$ cat src/rtl/led_shift_stage_pkg.sv
// ----------------------------------------------------------------------------
// led_shift_stage_pkg
//   Shared constants for the LED shift stage and its strobe edge detector:
//   mode encodings, ping-pong direction encodings and the seed position.
//   No ports; imported with "import led_shift_stage_pkg::*;".
// ----------------------------------------------------------------------------
package led_shift_stage_pkg;

   // Mode select encodings (2-bit field of i_mode).
   localparam logic [1:0] MODE_HOLD  = 2'b00;
   localparam logic [1:0] MODE_ROT_L = 2'b01;
   localparam logic [1:0] MODE_ROT_R = 2'b10;
   localparam logic [1:0] MODE_PING  = 2'b11;

   // Ping-pong direction states, held in the dir register.
   // LEFT moves toward the MSB, RIGHT moves toward the LSB.
   localparam logic DIR_LEFT  = 1'b0;
   localparam logic DIR_RIGHT = 1'b1;

   // Bit position lit by the seed pattern (reset and reload value).
   localparam int unsigned SEED_INDEX = 32'd0;

endpackage : led_shift_stage_pkg

$ cat src/rtl/led_shift_stage_edge_detect.sv
// ----------------------------------------------------------------------------
// led_shift_stage_edge_detect
//   Turns a level strobe into a single-cycle step pulse on its rising edge,
//   so a strobe held high for many cycles is consumed exactly once.
//   The step pulse is combinational from i_sig so that the consumer can act
//   on the very clock edge that first samples i_sig high.
//
// Ports:
//   clock    in  1  system clock
//   i_reset  in  1  asynchronous active-low reset
//   i_sig    in  1  level strobe to be edge-detected
//   o_step   out 1  i_sig & ~(i_sig delayed by one cycle)
// ----------------------------------------------------------------------------
module led_shift_stage_edge_detect (
   input  logic clock,
   input  logic i_reset,
   input  logic i_sig,
   output logic o_step
);

   logic valid_d;
   logic valid_q;

   // Next value of the delayed strobe: always follows the input.
   always_comb begin
      valid_d = i_sig;
   end

   // Delayed copy of the strobe, cleared asynchronously by reset.
   always_ff @(posedge clock or negedge i_reset) begin
      if (!i_reset) begin
         valid_q <= 1'b0;
      end else begin
         valid_q <= valid_d;
      end
   end

   assign o_step = i_sig & ~valid_q;

endmodule : led_shift_stage_edge_detect

$ cat src/rtl/led_shift_stage.sv
// ----------------------------------------------------------------------------
// led_shift_stage
//   Advances a one-hot LED pattern by one position per rising edge of the
//   upstream rate strobe. Modes: hold, rotate left, rotate right and
//   ping-pong. i_load reloads the seed pattern and takes priority over a step.
//   o_wrap pulses for one cycle on a rotate wrap-around or a ping-pong turn.
//
// Ports:
//   clock    in  1        system clock, rising edge
//   i_reset  in  1        asynchronous active-low reset
//   i_valid  in  1        rate strobe (may stay high for many cycles)
//   i_mode   in  NB_MODE  00 hold, 01 rotate left, 10 rotate right, 11 ping-pong
//   i_load   in  1        synchronous reload of seed pattern and direction
//   o_led    out NB_LEDS  one-hot LED pattern (registered)
//   o_dir    out 1        ping-pong direction, 0 = left (toward MSB), 1 = right
//   o_wrap   out 1        one-cycle wrap/turn pulse (registered)
// ----------------------------------------------------------------------------
module led_shift_stage
   import led_shift_stage_pkg::*;
#(
   parameter int NB_LEDS = 4,
   parameter int NB_MODE = 2
) (
   input  logic               clock,
   input  logic               i_reset,
   input  logic               i_valid,
   input  logic [NB_MODE-1:0] i_mode,
   input  logic               i_load,
   output logic [NB_LEDS-1:0] o_led,
   output logic               o_dir,
   output logic               o_wrap
);

   localparam logic [NB_LEDS-1:0] SEED = {{(NB_LEDS-1){1'b0}}, 1'b1} << SEED_INDEX;

   logic               step_s;
   logic [1:0]         mode_s;

   logic [NB_LEDS-1:0] led_d;
   logic [NB_LEDS-1:0] led_q;
   logic               dir_d;
   logic               dir_q;
   logic               wrap_d;
   logic               wrap_q;

   // Only the two low mode bits carry an encoding.
   assign mode_s = i_mode[1:0];

   led_shift_stage_edge_detect u_edge_detect (
      .clock   (clock),
      .i_reset (i_reset),
      .i_sig   (i_valid),
      .o_step  (step_s)
   );

   // Next pattern, direction and wrap pulse: load beats step beats hold.
   always_comb begin
      led_d  = led_q;
      dir_d  = dir_q;
      wrap_d = 1'b0;

      if (i_load) begin
         led_d  = SEED;
         dir_d  = DIR_LEFT;
         wrap_d = 1'b0;
      end else if (step_s) begin
         case (mode_s)
            MODE_HOLD: begin
               led_d  = led_q;
               wrap_d = 1'b0;
            end
            MODE_ROT_L: begin
               led_d  = {led_q[NB_LEDS-2:0], led_q[NB_LEDS-1]};
               wrap_d = led_q[NB_LEDS-1];
            end
            MODE_ROT_R: begin
               led_d  = {led_q[0], led_q[NB_LEDS-1:1]};
               wrap_d = led_q[0];
            end
            MODE_PING: begin
               // Ping-pong shifts (never rotates); at the end being faced it
               // turns and moves one step back inward in the same update.
               if (dir_q == DIR_LEFT) begin
                  if (led_q[NB_LEDS-1]) begin
                     dir_d  = DIR_RIGHT;
                     led_d  = {1'b0, led_q[NB_LEDS-1:1]};
                     wrap_d = 1'b1;
                  end else begin
                     led_d  = {led_q[NB_LEDS-2:0], 1'b0};
                  end
               end else begin
                  if (led_q[0]) begin
                     dir_d  = DIR_LEFT;
                     led_d  = {led_q[NB_LEDS-2:0], 1'b0};
                     wrap_d = 1'b1;
                  end else begin
                     led_d  = {1'b0, led_q[NB_LEDS-1:1]};
                  end
               end
            end
            default: begin
               led_d  = led_q;
               wrap_d = 1'b0;
            end
         endcase
      end else begin
         led_d  = led_q;
         dir_d  = dir_q;
         wrap_d = 1'b0;
      end
   end

   // Pattern, direction and wrap registers with asynchronous reset to seed.
   always_ff @(posedge clock or negedge i_reset) begin
      if (!i_reset) begin
         led_q  <= SEED;
         dir_q  <= DIR_LEFT;
         wrap_q <= 1'b0;
      end else begin
         led_q  <= led_d;
         dir_q  <= dir_d;
         wrap_q <= wrap_d;
      end
   end

   assign o_led  = led_q;
   assign o_dir  = dir_q;
   assign o_wrap = wrap_q;

endmodule : led_shift_stage
$ cat config.mk
export PLATFORM = sky130hd
export DESIGN_NAME = led_shift_stage
export DESIGN_NICKNAME = d
export VERILOG_FILES = /design/src/rtl/led_shift_stage_pkg.sv /design/src/rtl/led_shift_stage_edge_detect.sv /design/src/rtl/led_shift_stage.sv
export SDC_FILE = /design/constraint.sdc
export NUM_CORES = 1
export LEC_CHECK = 0
export BUFFER_PORTS_ARGS = -buffer_cell sky130_fd_sc_hd__clkbuf_2
export CORE_AREA = 2 2 39 41
export DETAILED_ROUTE_END_ITERATION = 6
export DIE_AREA = 0 0 41 43
export GPL_ROUTABILITY_DRIVEN = 1
export SYNTH_ARGS = -nofsm -noshare
export SYNTH_HDL_FRONTEND = slang
export SYNTH_SLANG_ARGS = --single-unit
$ cat constraint.sdc
create_clock -name clock -period 1.75 [get_ports clock]
set_input_delay 0.4375 -clock clock [delete_from_list [all_inputs] [get_ports clock]]
set_output_delay 0.4375 -clock clock [all_outputs]
set_load 0.05 [all_outputs]
==> impl_metrics.toml <==
[drt]
drt_iter0_drc = 5
via_per_inst = 5.44
drc = 0
vias = 408
drt-pass1-iter-count = 4
wl_um = 933
ant_nets = 0
routedWlPerCell_um = 12.4

[finish]
nFillCells = 149
antennaDiodeCount = 0
num-nets-final = 66
areaGrowthSynthToFinish_pct = 20.2
finalNonFillerCells = 75
design_area_um2 = 529
drive_gt1_share_pct = 30.5

[cts]
ctsHoldBuffers = 0
postCtsResizedCells = 0
root_buffer = "clkbuf_4"
cts_num_sinks = 7
clkTransAtPathRegs_ns = 0.05
cts_setup_buffers = 0
cts_buffers = 3
clock_latency_ns = 0.25
cts_max_level = 1
cts_tree = "yes"
cts_buffer_depth = 2

[yosys]
async_flop_share_pct = 100
synth_cell_types = 27
synthCells = 46
synth_common_cells = "dfrtp_1 (6), a21oi_1 (5), nand2_1 (5), nor2b_1 (3)"
avgSynthCellArea_um2 = 9.57
synthFlopType = "dfrtp_1"
yosys_warnings = 0
yosysTopAreaCell = "dfrtp_1"
synth_edf_count = 0
netlist.area_leader.share_pct = 34.1
ys_ff_latch = 7
yosysMostFrequentCell = "dfrtp_1"
syn_nets = 52
ys_seq_area_share_pct = 40.1
netlist_area_um2 = 440
synth.area.top_cells = "dfrtp_1 (34%), dfstp_2 (6.0%), a21oi_1 (5.7%)"

[global_route]
first_global_vias = 342
grt_max_degree = 12
globalRouteOverflowTotal = 0
grt_antenna_before_repair = 0
gr-usage-all-layers_pct = 13.0
grt_pass1_wl_um = 1470

[sta]
tns_ns = 0
finalCritPeriodShare_pct = 93.8
finalWorstSetupSlack_ns = 0.109
setup_viol = 0
tightest_slew_ns = 0.473
fin_skew_ns = 0.00495
maxClockFrequency_mhz = 609
finalMaxSlewViolations = 0
finalHoldViolations = 0
rsz0062_at_grt = "no"
slew_headroom_pct = 68.4
period_needed_ns = 1.64

[setup_path]
critPathMaxStageDelay_ns = 0.64
cp_max_fo = 11
crit_path_end_kind = "output pin"
worstPathRequired_ns = 1.31
crit_path_cell_trace = "clkbuf_2"
path_buf_inv = 1
worstPathArrival_ns = 1.20
cp_top_family = "flip-flops"
cp_slowest_cell = "dfstp_2"
crit_type = "flop to output pin"
cp-start-kind = "flop"

[power]
p_comb_share_pct = 18.9
pwr-share-clk_pct = 35.8
netSwitchingPower_mw = 0.117
p_int_mw = 0.282
p_sw_share_pct = 29.3
power_mw = 0.399
power_density_nw_per_um2 = 755
total_leakage_power_nw = 0.240
ir_drop_uv = 280
seq_power_share_pct = 45.3

[status]
status = "completed"

[place]
dpl.hpwl_um = 705
post-place-cells = 71
placed_cell_area_um2 = 503
dp_slack_ns = 0.298
numPortBuffers = 11
place.gp.congestion = 0.675

[floorplan]
die_x_um = 41
coreArea_um2 = 1380
start_util_pct = 31.8
num_rows = 14
io_pins = 12
die_h_um = 43
die-area_um2 = 1760

[run]
drv_cap = 0

[hold_path]
hp-class = "input port to async pin"
==> placed cells by master, fill, tap and decap left out, drive strengths merged <==
master	instances
a2111o	1
a211oi	1
a21oi	5
a221oi	1
a22o	1
a22oi	1
and4b	1
clkbuf	15
dfrtp	6
dfstp	1
inv	1
mux2i	1
nand2	5
nand2b	1
nand3	1
nand3b	2
nand4b	1
nor2	1
nor2b	3
nor3	2
o21ai	4
o21bai	1
o41ai	2
or3b	1
==> metrics by stage <==
step                      hold WS (ns)  util, %
after global placement           0.283     36.3
after global routing            0.0185     38.2
after detailed placement         0.284     36.3
after floorplan                  0.142        -
after CTS                       0.0148     38.2
final                           0.0170     38.2
==> layer usage <==
metal  part of all wire [%]  global-route usage (%)
met5                      0                       0
met3                    4.0                    3.14
met1                     49                    17.6
met2                     46                    15.9
met4                    1.1                    12.0
==> cell type report <==
class / instances / area, µm² / area share (%)
multi-input combinational: 36 / 248 / 46.8
sequential: 7 / 176 / 33.3
timing repair buffer: 11 / 55.1 / 10.4
clock buffer: 4 / 26.3 / 4.96
tap: 16 / 20.0 / 3.78
inverter: 1 / 3.75 / 0.709
==> power by group through the flow <==
stage | registers [mW] | clock network (mW) | logic, mW
after floorplan | 0.197 | 0 | 0.0388
after global placement | 0.184 | 0 | 0.0762
after detailed placement | 0.184 | 0 | 0.0758
after CTS | 0.181 | 0.150 | 0.0761
after global routing | 0.182 | 0.161 | 0.0819
final | 0.181 | 0.143 | 0.0754
==> final timing paths <==
path	start	to	slack, ns	depth (start not counted)
max in group asynchronous	i_reset	o_led[0]$_DFFE_PN1P_	1.50	1
worst max register to register	o_led[3]$_DFFE_PN0P_	o_led[1]$_DFFE_PN0P_	0.41	4
worst max-delay path	o_led[0]$_DFFE_PN1P_	o_led[0]	0.11	1
worst min register to register	o_led[1]$_DFFE_PN0P_	o_led[1]$_DFFE_PN0P_	0.61	2
min in group clock	i_valid	u_edge_detect.valid_q$_DFF_PN0_	0.37	1
worst min-delay path	i_reset	o_wrap$_DFF_PN0_	0.02	1
==> sequential cells by signal, indices dropped and copies added, names as in the netlist <==
register	count
u_edge_detect.valid_q	1
o_led	4
o_dir	1
o_wrap	1
==> logic make-up (layout without fill, tap and decap cells) <==
logic type,Yosys count,count (layout),share of synthesized area (%)
AO/OA/AOI/OAI,17,17,27.3
buffers and inverters,3,16,3.69
flip-flops,7,7,40.1
multiplexers,1,1,2.27
AND/OR/NAND/NOR,18,18,26.7
Power figures use the tool's default switching activity.
